**config.mk**
```make
export PLATFORM = sky130hd
export DESIGN_NAME = rsa_modexp_unit
export DESIGN_NICKNAME = d
export VERILOG_FILES = /design/src/rtl/rsa_modexp_unit.sv
export SDC_FILE = /design/constraint.sdc
export NUM_CORES = 1
export LEC_CHECK = 0
export BUFFER_PORTS_ARGS = -buffer_cell sky130_fd_sc_hd__clkbuf_2
export CORE_MARGIN = 3
export CORE_UTILIZATION = 39
export DETAILED_ROUTE_END_ITERATION = 6
export PLACE_DENSITY = 0.66
export SYNTH_ARGS = -nofsm -noshare
export SYNTH_HDL_FRONTEND = slang
export SYNTH_SLANG_ARGS = --single-unit
```
**constraint.sdc**
```tcl
create_clock -name clk -period 5.55 [get_ports clk]
set_clock_uncertainty 0.2 [all_clocks]
set_input_delay 1.3875 -clock clk [delete_from_list [all_inputs] [get_ports clk]]
set_output_delay 1.3875 -clock clk [all_outputs]
set_load 0.1 [all_outputs]
```
**src/rtl/rsa_modexp_unit.sv**
```systemverilog
// RSA modular exponentiation: right-to-left square-and-multiply over a bit-serial modmul.
// RSA_CONST_TIME_EN: run MUL for every exponent bit, commit only when the bit is set.
module rsa_modexp_unit #(
    parameter int WIDTH = 8
) (
    input  logic             clk,
    input  logic             rst,
    input  logic             en_rsa,
    input  logic             rst_rsa,
    input  logic [WIDTH-1:0] plain_text,
    input  logic [WIDTH-1:0] exp_e,
    input  logic [WIDTH-1:0] mod_n,
    output logic [WIDTH-1:0] cipher_text,
    output logic             eoc_rsa_unit,
    output logic             err
);

    localparam int CW = $clog2(WIDTH);
    localparam logic [CW-1:0] CMAX = CW'(WIDTH - 1);

    typedef enum logic [2:0] {
        IDLE,
        LOAD,
        MUL,
        SQR,
        DONE
    } state_t;

    state_t state_q, state_d;

    logic [WIDTH-1:0] e_q, n_q, res_q, base_q, acc_q;
    logic [CW-1:0]    cnt_q, bitcnt_q, bitcnt_inc;
    logic             err_res_q;

    logic [WIDTH-1:0] mm_a, mm_b, mm_out;
    logic [WIDTH:0]   n_ext, dbl, dbl_r, add;
    logic             last_step, op_err, commit_res;

    // state register
    always_ff @(posedge clk) begin
        if (rst) begin
            state_q <= IDLE;
        end else if (!rst_rsa) begin
            state_q <= IDLE;
        end else if (en_rsa) begin
            state_q <= state_d;
        end
    end

    // next-state logic
    always_comb begin
        state_d = state_q;
        unique case (state_q)
            IDLE: state_d = LOAD;
            LOAD: begin
                if (op_err) begin
                    state_d = DONE;
                end else begin
`ifdef RSA_CONST_TIME_EN
                    state_d = MUL;
`else
                    state_d = exp_e[0] ? MUL : SQR;
`endif
                end
            end
            MUL: begin
                if (last_step) begin
                    state_d = SQR;
                end
            end
            SQR: begin
                if (last_step) begin
                    if (bitcnt_q == CMAX) begin
                        state_d = DONE;
                    end else begin
`ifdef RSA_CONST_TIME_EN
                        state_d = MUL;
`else
                        state_d = e_q[bitcnt_inc] ? MUL : SQR;
`endif
                    end
                end
            end
            DONE:    state_d = DONE;
            default: state_d = IDLE;
        endcase
    end

    // datapath decode: operand select and one modmul reduction step
    always_comb begin
        n_ext      = {1'b0, n_q};
        mm_a       = (state_q == MUL) ? res_q : base_q;
        mm_b       = base_q;
        dbl        = {acc_q, 1'b0};
        dbl_r      = (dbl >= n_ext) ? (dbl - n_ext) : dbl;
        add        = dbl_r + (mm_b[CMAX - cnt_q] ? {1'b0, mm_a} : '0);
        mm_out     = WIDTH'((add >= n_ext) ? (add - n_ext) : add);
        last_step  = (cnt_q == CMAX);
        bitcnt_inc = bitcnt_q + CW'(1);
        op_err     = (mod_n < WIDTH'(2)) || (plain_text >= mod_n);
`ifdef RSA_CONST_TIME_EN
        commit_res = e_q[bitcnt_q];
`else
        commit_res = 1'b1;
`endif
    end

    always_ff @(posedge clk) begin
        if (rst) begin
            e_q          <= '0;
            n_q          <= '0;
            res_q        <= '0;
            base_q       <= '0;
            acc_q        <= '0;
            cnt_q        <= '0;
            bitcnt_q     <= '0;
            err_res_q    <= 1'b0;
            cipher_text  <= '0;
            eoc_rsa_unit <= 1'b0;
            err          <= 1'b0;
        end else if (!rst_rsa) begin
            // result and its error flag survive the soft clear
            eoc_rsa_unit <= 1'b0;
            err          <= 1'b0;
            acc_q        <= '0;
            cnt_q        <= '0;
        end else if (en_rsa) begin
            unique case (state_q)
                LOAD: begin
                    e_q       <= exp_e;
                    n_q       <= mod_n;
                    res_q     <= WIDTH'(1);
                    base_q    <= plain_text;
                    bitcnt_q  <= '0;
                    cnt_q     <= '0;
                    acc_q     <= '0;
                    err_res_q <= op_err;
                    if (op_err) begin
                        err         <= 1'b1;
                        cipher_text <= '0;
                    end
                end
                MUL, SQR: begin
                    if (last_step) begin
                        cnt_q <= '0;
                        acc_q <= '0;
                        if (state_q == MUL) begin
                            if (commit_res) begin
                                res_q <= mm_out;
                            end
                        end else begin
                            base_q <= mm_out;
                            if (bitcnt_q != CMAX) begin
                                bitcnt_q <= bitcnt_inc;
                            end
                        end
                    end else begin
                        cnt_q <= cnt_q + CW'(1);
                        acc_q <= mm_out;
                    end
                end
                DONE: begin
                    eoc_rsa_unit <= 1'b1;
                    err          <= err_res_q;
                    if (!err_res_q) begin
                        cipher_text <= res_q;
                    end
                end
                default: ;
            endcase
        end
    end

endmodule

```
### Yosys cells after proc, flatten, opt, wreduce, memory -nomap -nowiden

Index checks and enable logic that the tools add are counted.

| word-level totals | value |
|---|---|
| register bits | 60 |
| input port bits | 28 |
| output and inout port bits | 10 |
| word-level logic and storage cells | 89 |

| operators by class | value |
|---|---|
| add/sub/neg operators | 6 |
| order comparisons | 6 |
| equal/unequal tests | 15 |
| mux-type cells | 34 |
| bitwise logic cells | 1 |
| reduce and logical (&&, ||, !) cells | 15 |

Operator list:

| operator | count |
|---|---|
| 8-bit two-way mux | 10 |
| 8-bit case mux with 2 select lines | 4 |
| 3-bit two-way mux | 8 |
| 9-bit by 8-bit greater-or-equal comparator with 1-bit output | 2 |
| 2-bit inequality test (second input constant) | 8 |
| 3-bit case mux with 5 select lines | 1 |
| 5-bit AND reduction | 3 |
| 3-bit case mux with 2 select lines | 2 |
| 9-bit by 8-bit adder with 9-bit output | 1 |
| 3-bit equality test (second input constant) | 3 |
| 9-bit two-way mux | 1 |
| 3-bit AND reduction | 3 |
| 9-bit by 8-bit subtractor with 9-bit output | 1 |
| 8-bit greater-or-equal comparator | 1 |
| 3-bit by 4-bit < comparator with 1-bit output (second input constant) | 2 |
| 8-bit by 2-bit < comparator with 1-bit output (second input constant) | 1 |
| 8-bit subtractor | 1 |
| 3-bit by 1-bit adder with 3-bit output (second input constant) | 2 |
| 1-bit binary-select mux with 3-bit select | 2 |
| 3-bit by 2-bit equality test with 1-bit output (second input constant) | 2 |
| 6-bit AND reduction | 1 |
| 1-bit two-way mux | 5 |
| 2-bit AND reduction | 2 |
| 2-bit nonzero test | 2 |
| 8 further kinds | 9 |

### Logic depth before layout (Yosys ltp)

Gate-level depths: netlist (run 1).

| logic depth | value |
|---|---|
| word-level depth | 10 |
| depth in mapped cells | 24 |
| gate-level depth less buffers | 23 |

### Least setup slack after synthesis (run 1)

No wires, ideal clock.

| path | value |
|---|---|
| kind | register -> register |
| from | register n_q[6] |
| to | register acc_q[7] |
| setup time | 0.117 ns |
| arrival time | 4.502 ns |
| required time | 5.233 ns |
| path slack | 0.731 ns |
| cell stages (with the launch flop) | 21 |
| buffers on the path | 1 |
| period minus slack after synthesis | 4.819 ns |
| path through | dfxtp_1 > inv_1 > ha_1 > a21o_1 > a211o_1 > a211oi_2 > clkbuf_1 > nor2_1 > ha_1 > inv_1 > fa_1 > inv_1 > ha_1 > nor2b_1 > o31ai_1 > a21oi_1 > nor4_1 > o21bai_1 > nor2_4 > mux2_2 > a22o_1 |

| on the way | value |
|---|---|
| longest elaborated chain between the ends | 7 |
| elaborated cells on any way between the ends | 9 |
| classes of those cells | 3 x add/sub; 2 x order compare; 4 x mux |

Ends and longest elaborated chain:

| what | RTL line | text |
|---|---|---|
| start, declared | 31 | `logic [WIDTH-1:0] e_q, n_q, res_q, base_q, acc_q;` |
| start signal, assigned | 131 | `n_q <= mod_n;` |
| 9-bit by 8-bit subtractor with 9-bit output / 9-bit by 8-bit greater-or-equal comparator with 1-bit output (equally long branches) | 95 | `dbl_r = (dbl >= n_ext) ? (dbl - n_ext) : dbl;` |
| 9-bit two-way mux | 95 |  |
| 9-bit by 8-bit adder with 9-bit output | 96 | `add = dbl_r + (mm_b[CMAX - cnt_q] ? {1'b0, mm_a} : '0);` |
| 8-bit subtractor / 9-bit by 8-bit greater-or-equal comparator with 1-bit output (equally long branches) | 97 | `mm_out = WIDTH'((add >= n_ext) ? (add - n_ext) : add);` |
| 8-bit two-way mux (*) | 97 |  |
| 8-bit two-way mux (*) | 144 | `if (last_step) begin` |
| 8-bit case mux with 2 select lines (*) | 128 | `unique case (state_q)` |
| end signal, assigned | 159 | `acc_q <= mm_out;` |
| end, declared | 31 |  |

Every way passes the cells marked *; elsewhere a longest branch is shown, timed or not.
A chain may end at the register's enable or synchronous reset.

### Worst setup path after layout (run 1)

Ends and elaborated chain as after synthesis.

==> results.cfg, run 1 <==
[cts]
htreeDepth = 3
clock_latency_ps = 340
numCtsBuffers = 9
cts_resized = 0
cts_root_buf = clkbuf_8
clock-sinks = 60
cts_tree = yes
clockBufferDepth = 2
post-cts-setup-buffer-count = 0
clkTransAtPathRegs_ps = 70
hold_buffers = 0

[route]
routed_wl_um = 10300
drt_iter0_markers = 220
ant_nets = 0
wl_per_cell_um = 15.0
drc = 0
num_vias = 3745
viasPerCell = 5.44
firstDrtPassIters = 5

[floorplan]
core_mm2 = 0.00995
start_util = 0.409
row_count = 36
die_h_um = 108
pin_count = 38
die_w_um = 108
die-area_mm2 = 0.0117

[worst_setup_path]
timing.rr.end = acc_q[7]
critical_path.cell_chain = inv_1 -> ha_1 -> a21o_1 -> a211o_1 -> a211oi_2 -> mux2_2 -> ha_1 -> a211oi_1 -> o21ai_0 -> a21oi_1 -> xnor2_1 -> ha_1 -> o21ai_0 -> a21oi_1 -> nor4_1 -> o21bai_1 -> nor2_4 -> mux2_2 -> a22o_1
crit_slowest_cell = mux2_2
startpoint_type = flip-flop
cpMostUsedCell = ha_1
arrival_ps = 5200
crit_path_end_kind = flip-flop
r2r-start = n_q[6]
reg2reg_depth = 19
r2r_slack_ps = 380
cp_data_required_time_ps = 5570
cp_slowest_stage_delay_ps = 430
worstPathMaxFanout = 8
crit_type = flip-flop to flip-flop

[grt]
grt_usage = 0.187
antenna_found_initial = 0
grt_pass1_vias = 3612
grt_pass1_wl_um = 17400
grt_max_degree = 47
overflow = 0

[yosys]
yosysWarnings = 0
synth-main-ff-cell = dfxtp_1
seq_area_frac_synth = 0.295
synth_edf_count = 0
synth.avg_cell_area_um2 = 7.90
syn_area_mm2 = 0.00407
ys_types = 52
syn_inst = 515
async_reset_ff_frac = 0
ys_ff_latch = 60
synth_nets = 583

[timing]
drv_slew = 0
relSlewSlack = 0.404
rsz0062_at_grt = false
fmax_mhz = 193
min_period_over_period = 0.932
setup_viol = 0
min_period_ps = 5170
hold_violations = 0
tightestPinTransition_ps = 894
fin_setup_tns_ps = 0

[pwr]
peakVddDrop_v = 0.000162
power.density_mw_per_mm2 = 217
leakagePower_uw = 0.00192

[worst_hold_path]
min_from = e_q[2]
whs_path_depth = 2
hp-class = flip-flop to flip-flop
min_to = e_q[2]

[run_status]
status = completed

[finish]
synthToLayoutAreaGrowth_pct = 13.2
postLayoutCellArea_mm2 = 0.00460
final_common_cell = nand2_1
fin_util = 0.463
finalNonFillerCells = 688
layout_common_cells = nand2_1, dfxtp_1, a21oi_1
nFillCells = 960
insertedDiodeCount = 0
drive_gt1_frac = 0.142
nNetsFinal = 618
multi_input_comb_area_mm2 = 0.00270
seq_area_mm2 = 0.00120

[placed_design]
place_congestion = 0.971
io_buffers = 37
hpwl_um = 8190
dp.cells = 672
placed_area_mm2 = 0.00439

[job]
maxCapViolations = 0
-- worst max-delay path, delay by kind of cell, from the launching register on --
kind / cells / cell delay, ps
flip-flops: 1 / 330
XOR/XNOR: 1 / 240
AND/OR/NAND/NOR: 2 / 550
adder cells (fa/ha/maj): 3 / 1000
AO/OA/AOI/OAI: 10 / 1850
buffers and inverters: 1 / 80
multiplexers: 2 / 820
-- logic make-up (layout without fill, tap and decap cells) --
logic type | count (synthesis) | in the layout | synth area share
multiplexers | 23 | 23 | 0.0710
AND/OR/NAND/NOR | 183 | 183 | 0.207
XOR/XNOR | 16 | 16 | 0.0344
AO/OA/AOI/OAI | 147 | 147 | 0.222
buffers and inverters | 46 | 86 | 0.0424
adder cells (fa/ha/maj) | 40 | 40 | 0.129
flip-flops | 60 | 60 | 0.295
-- metal layers --
layer  global-route usage  share of wire  wire length, um
met1                0.257           0.47             4840
met2                0.294           0.45             4670
met3               0.0346          0.056              577
met5                    0              0                0
met4               0.0676          0.024              247
-- power breakdown --
part / internal [uW] / switching (uW) / leakage, uW / total [uW]
clock: 218 / 178 / 0.0000983 / 396
combinational: 67.5 / 96.7 / 0.00134 / 164
sequential: 434 / 3.66 / 0.000484 / 438
-- through the flow --
stage	setup WS (ps)	power, uW	hold WS, ps
3_3_place_gp	522	607	241
3_5_place_dp	387	610	244
4_1_cts	370	1000	254
5_1_grt	46.6	1050	279
2_1_floorplan	731	564	233
6_report	375	998	253
-- area by class of cell --
class	instances	share of cell area
tap	133	0.0361
clock buffer	10	0.0299
sequential	60	0.261
multi-input combinational	409	0.587
inverter	27	0.0220
timing repair buffer	43	0.0500
clock inverter	6	0.0139
-- flip-flops by register name, indices dropped and copies added (netlist names) --
name and flops:
base_q 8, err 1, e_q 8, err_res_q 1, cipher_text 8, eoc_rsa_unit 1
res_q 8, cnt_q 3, acc_q 8, state_q 3, bitcnt_q 3, n_q 8
-- Yosys cell counts (4+ instances only) --
| master | number | area share |
|---|---|---|
| a21o_1 | 10 | 0.018 |
| clkbuf_1 | 18 | 0.017 |
| mux4_2 | 4 | 0.022 |
| o22ai_1 | 4 | 0.0061 |
| and3_1 | 8 | 0.012 |
| a22o_1 | 4 | 0.0086 |
| a211oi_1 | 8 | 0.015 |
| nand2b_1 | 12 | 0.018 |
| inv_1 | 27 | 0.025 |
| nand3_1 | 9 | 0.011 |
| xnor2_1 | 8 | 0.017 |
| ha_1 | 37 | 0.11 |
| or2_2 | 4 | 0.0061 |
| nand2_1 | 81 | 0.075 |
| nor3_1 | 12 | 0.015 |
| nor2b_1 | 9 | 0.014 |
| o21ai_0 | 40 | 0.049 |
| xor2_1 | 8 | 0.017 |
| or3_1 | 4 | 0.0061 |
| dfxtp_1 | 60 | 0.30 |
| a21oi_1 | 55 | 0.068 |
| mux2i_1 | 15 | 0.037 |
| nor2_1 | 34 | 0.031 |
-- how the worst max path moves through the flow --
stage	slack (ps)	end	start	depth (start not counted)
6_report	380	acc_q[7]	n_q[6]	19
5_1_grt	50	acc_q[7]	n_q[1]	24
4_1_cts	370	acc_q[1]	n_q[6]	19
3_5_place_dp	390	acc_q[1]	n_q[6]	19
3_3_place_gp	520	acc_q[1]	n_q[6]	19
2_1_floorplan	730	acc_q[7]	n_q[6]	20
Note: power is estimated with default switching activity, not from simulation.
==> inputs of run 2 (changes only) <==
--- a/config.mk
+++ b/config.mk
@@ -9,7 +9,7 @@
 export CORE_MARGIN = 3
 export CORE_UTILIZATION = 39
 export DETAILED_ROUTE_END_ITERATION = 6
-export PLACE_DENSITY = 0.66
+export PLACE_DENSITY = 0.68
 export SYNTH_ARGS = -nofsm -noshare
 export SYNTH_HDL_FRONTEND = slang
 export SYNTH_SLANG_ARGS = --single-unit
==> constraint.sdc (replaced) <==
create_clock -name clk -period 4.6 [get_ports clk]
set_clock_uncertainty 0.2 [all_clocks]
set_input_delay 1.15 -clock clk [delete_from_list [all_inputs] [get_ports clk]]
set_output_delay 1.15 -clock clk [all_outputs]
set_load 0.1 [all_outputs]
==> run 2 against run 1 <==
- the flow now finishes with violations (negative setup slack)
- die area unchanged
- cell count is 9.9% higher
- register-to-register slack got worse by 420 ps
- final area rose by 19%
- non-clock buffer count grew 68
- worst setup slack got worse by 420 ps
- via count rose by 10%
- clock power is 21% higher
- core utilization rose by 8.8 points
- sequential share of layout area decreased by 4.1 points
- largest power group unchanged
==> results.cfg, run 2 (synthesized netlist as in run 1, its figures left out) <==
[cts]
clockBufferDepth = 2
numCtsBuffers = 9
clock-sinks = 60
htreeDepth = 3
cts_tree = yes
clock_latency_ps = 340
cts_root_buf = clkbuf_8
hold_buffers = 0
clkTransAtPathRegs_ps = 80

[finish]
synthToLayoutAreaGrowth_pct = 34.7
drive_gt1_frac = 0.327
fin_util = 0.551
finalNonFillerCells = 756
nNetsFinal = 686
layout_common_cells = nand2_1, buf_4, dfxtp_1
nFillCells = 903
insertedDiodeCount = 0
final_common_cell = nand2_1

[worst_setup_path]
cp_data_required_time_ps = 4640
cp_slowest_stage_delay_ps = 380
arrival_ps = 4680
critical_path.cell_chain = ha_4 -> a21o_1 -> a211o_1 -> a211oi_4 -> mux2_4 -> ha_4 -> a211oi_2 -> o21ai_1 -> a21oi_2 -> xnor2_2 -> ha_1 -> o21ai_1 -> a21oi_1 -> buf_4 -> or3_1 -> o21ai_0 -> xnor2_1 -> mux2_4 -> a22o_1
crit_path_end_kind = flip-flop
worst-path-buf-inv = 1
crit_slowest_cell = dfxtp_1
reg2reg_depth = 19
worstPathMaxFanout = 4
critPathTopFamily = compound AO/OA/AOI/OAI gates
cp.depth = 19
startpoint_type = flip-flop
crit_type = flip-flop to flip-flop

[timing]
setup_slack_ps = -43.1
setup_viol = 3
drv_slew = 0
min_period_ps = 4640
min_period_over_period = 1.01
rsz0062_at_grt = true
fmax_mhz = 215
tightestPinTransition_ps = 1040
relSlewSlack = 0.306
hold_violations = 0

[floorplan]
row_count = 36
die_h_um = 108
start_util = 0.409
core_mm2 = 0.00995
die-area_mm2 = 0.0117
pin_count = 38
die_w_um = 108

[route]
viasPerCell = 5.46
routed_wl_um = 12400
firstDrtPassIters = 7
wl_per_cell_um = 16.4
drc = 0
ant_nets = 0
num_vias = 4124
drt_iter0_markers = 316

[placed_design]
io_buffers = 37
dp.cells = 729
place_congestion = 0.993
hpwl_um = 9370

[grt]
grt_max_degree = 46
grt_pass1_wl_um = 20000
overflow = 0
grt_pass1_vias = 4048
antenna_found_initial = 0
grt_usage = 0.216

[job]
maxCapViolations = 0

[pwr]
power.density_mw_per_mm2 = 238
peakVddDrop_v = 0.000151
total_power_uw = 1300
leakagePower_uw = 0.00235

[worst_hold_path]
hp-class = flip-flop to flip-flop
whs_path_depth = 2

[run_status]
failed_checks = negative setup slack
status = finished, violations left
-- run 2: worst paths after layout --
path             from        to  slack [ps]
max          acc_q[5]  acc_q[7]         -40
min            e_q[1]    e_q[1]         260
max reg2reg  acc_q[5]  acc_q[7]         -40
min reg2reg    e_q[1]    e_q[1]         260
-- run 2: layout make-up --
| type | count | area (um2) | share of cell area |
|---|---|---|---|
| multi-input combinational | 409 | 3050 | 0.556 |
| sequential | 60 | 1200 | 0.220 |
| timing repair buffer | 111 | 768 | 0.140 |
| tap | 133 | 166 | 0.0304 |
| clock buffer | 10 | 128 | 0.0233 |
| inverter | 27 | 101 | 0.0185 |
| clock inverter | 6 | 65.1 | 0.0119 |
-- run 2: through the flow --
| step | cell area (um2) | hold slack (ps) | TNS, ps | worst slack [ps] |
|---|---|---|---|---|
| after floorplan | 4120 | 233 | 0 | 3.00 |
| after global placement | 4860 | 242 | -1330 | -161 |
| after detailed placement | 4860 | 248 | -4250 | -270 |
| after CTS | 5300 | 260 | -0.334 | -0.334 |
| after global routing | 5480 | 282 | -4570 | -261 |
| final | 5480 | 257 | -102 | -43.1 |
-- run 2: power breakdown --
part	total (uW)	internal (uW)	leakage (uW)	switching, uW
sequential	528	524	0.000485	4.08
clock	481	250	0.0000962	231
combinational	295	143	0.00176	152
-- run 2: tightest hold or removal path: cells and delay by family, from the launching register on --
family	cells	cell delay, ps
AOI/OAI and AO/OA	1	50
DFF	1	310
and+or+nand+nor	1	50
-- run 2: timing repair --
action / CTS / global route
resized for setup: 42 / 39
pin swaps: 26 / 31
endpoints found under the setup margin: 24 / 24
buffers inserted: 7 / 4
-- run 2: metal layers --
layer	global-route usage	vias to the layer above	part of all wire
met5	0	-	0
met3	0.0531	17	0.074
met2	0.359	154	0.48
met4	0.0478	0	0.012
met1	0.284	1928	0.44
li1	-	2025	-
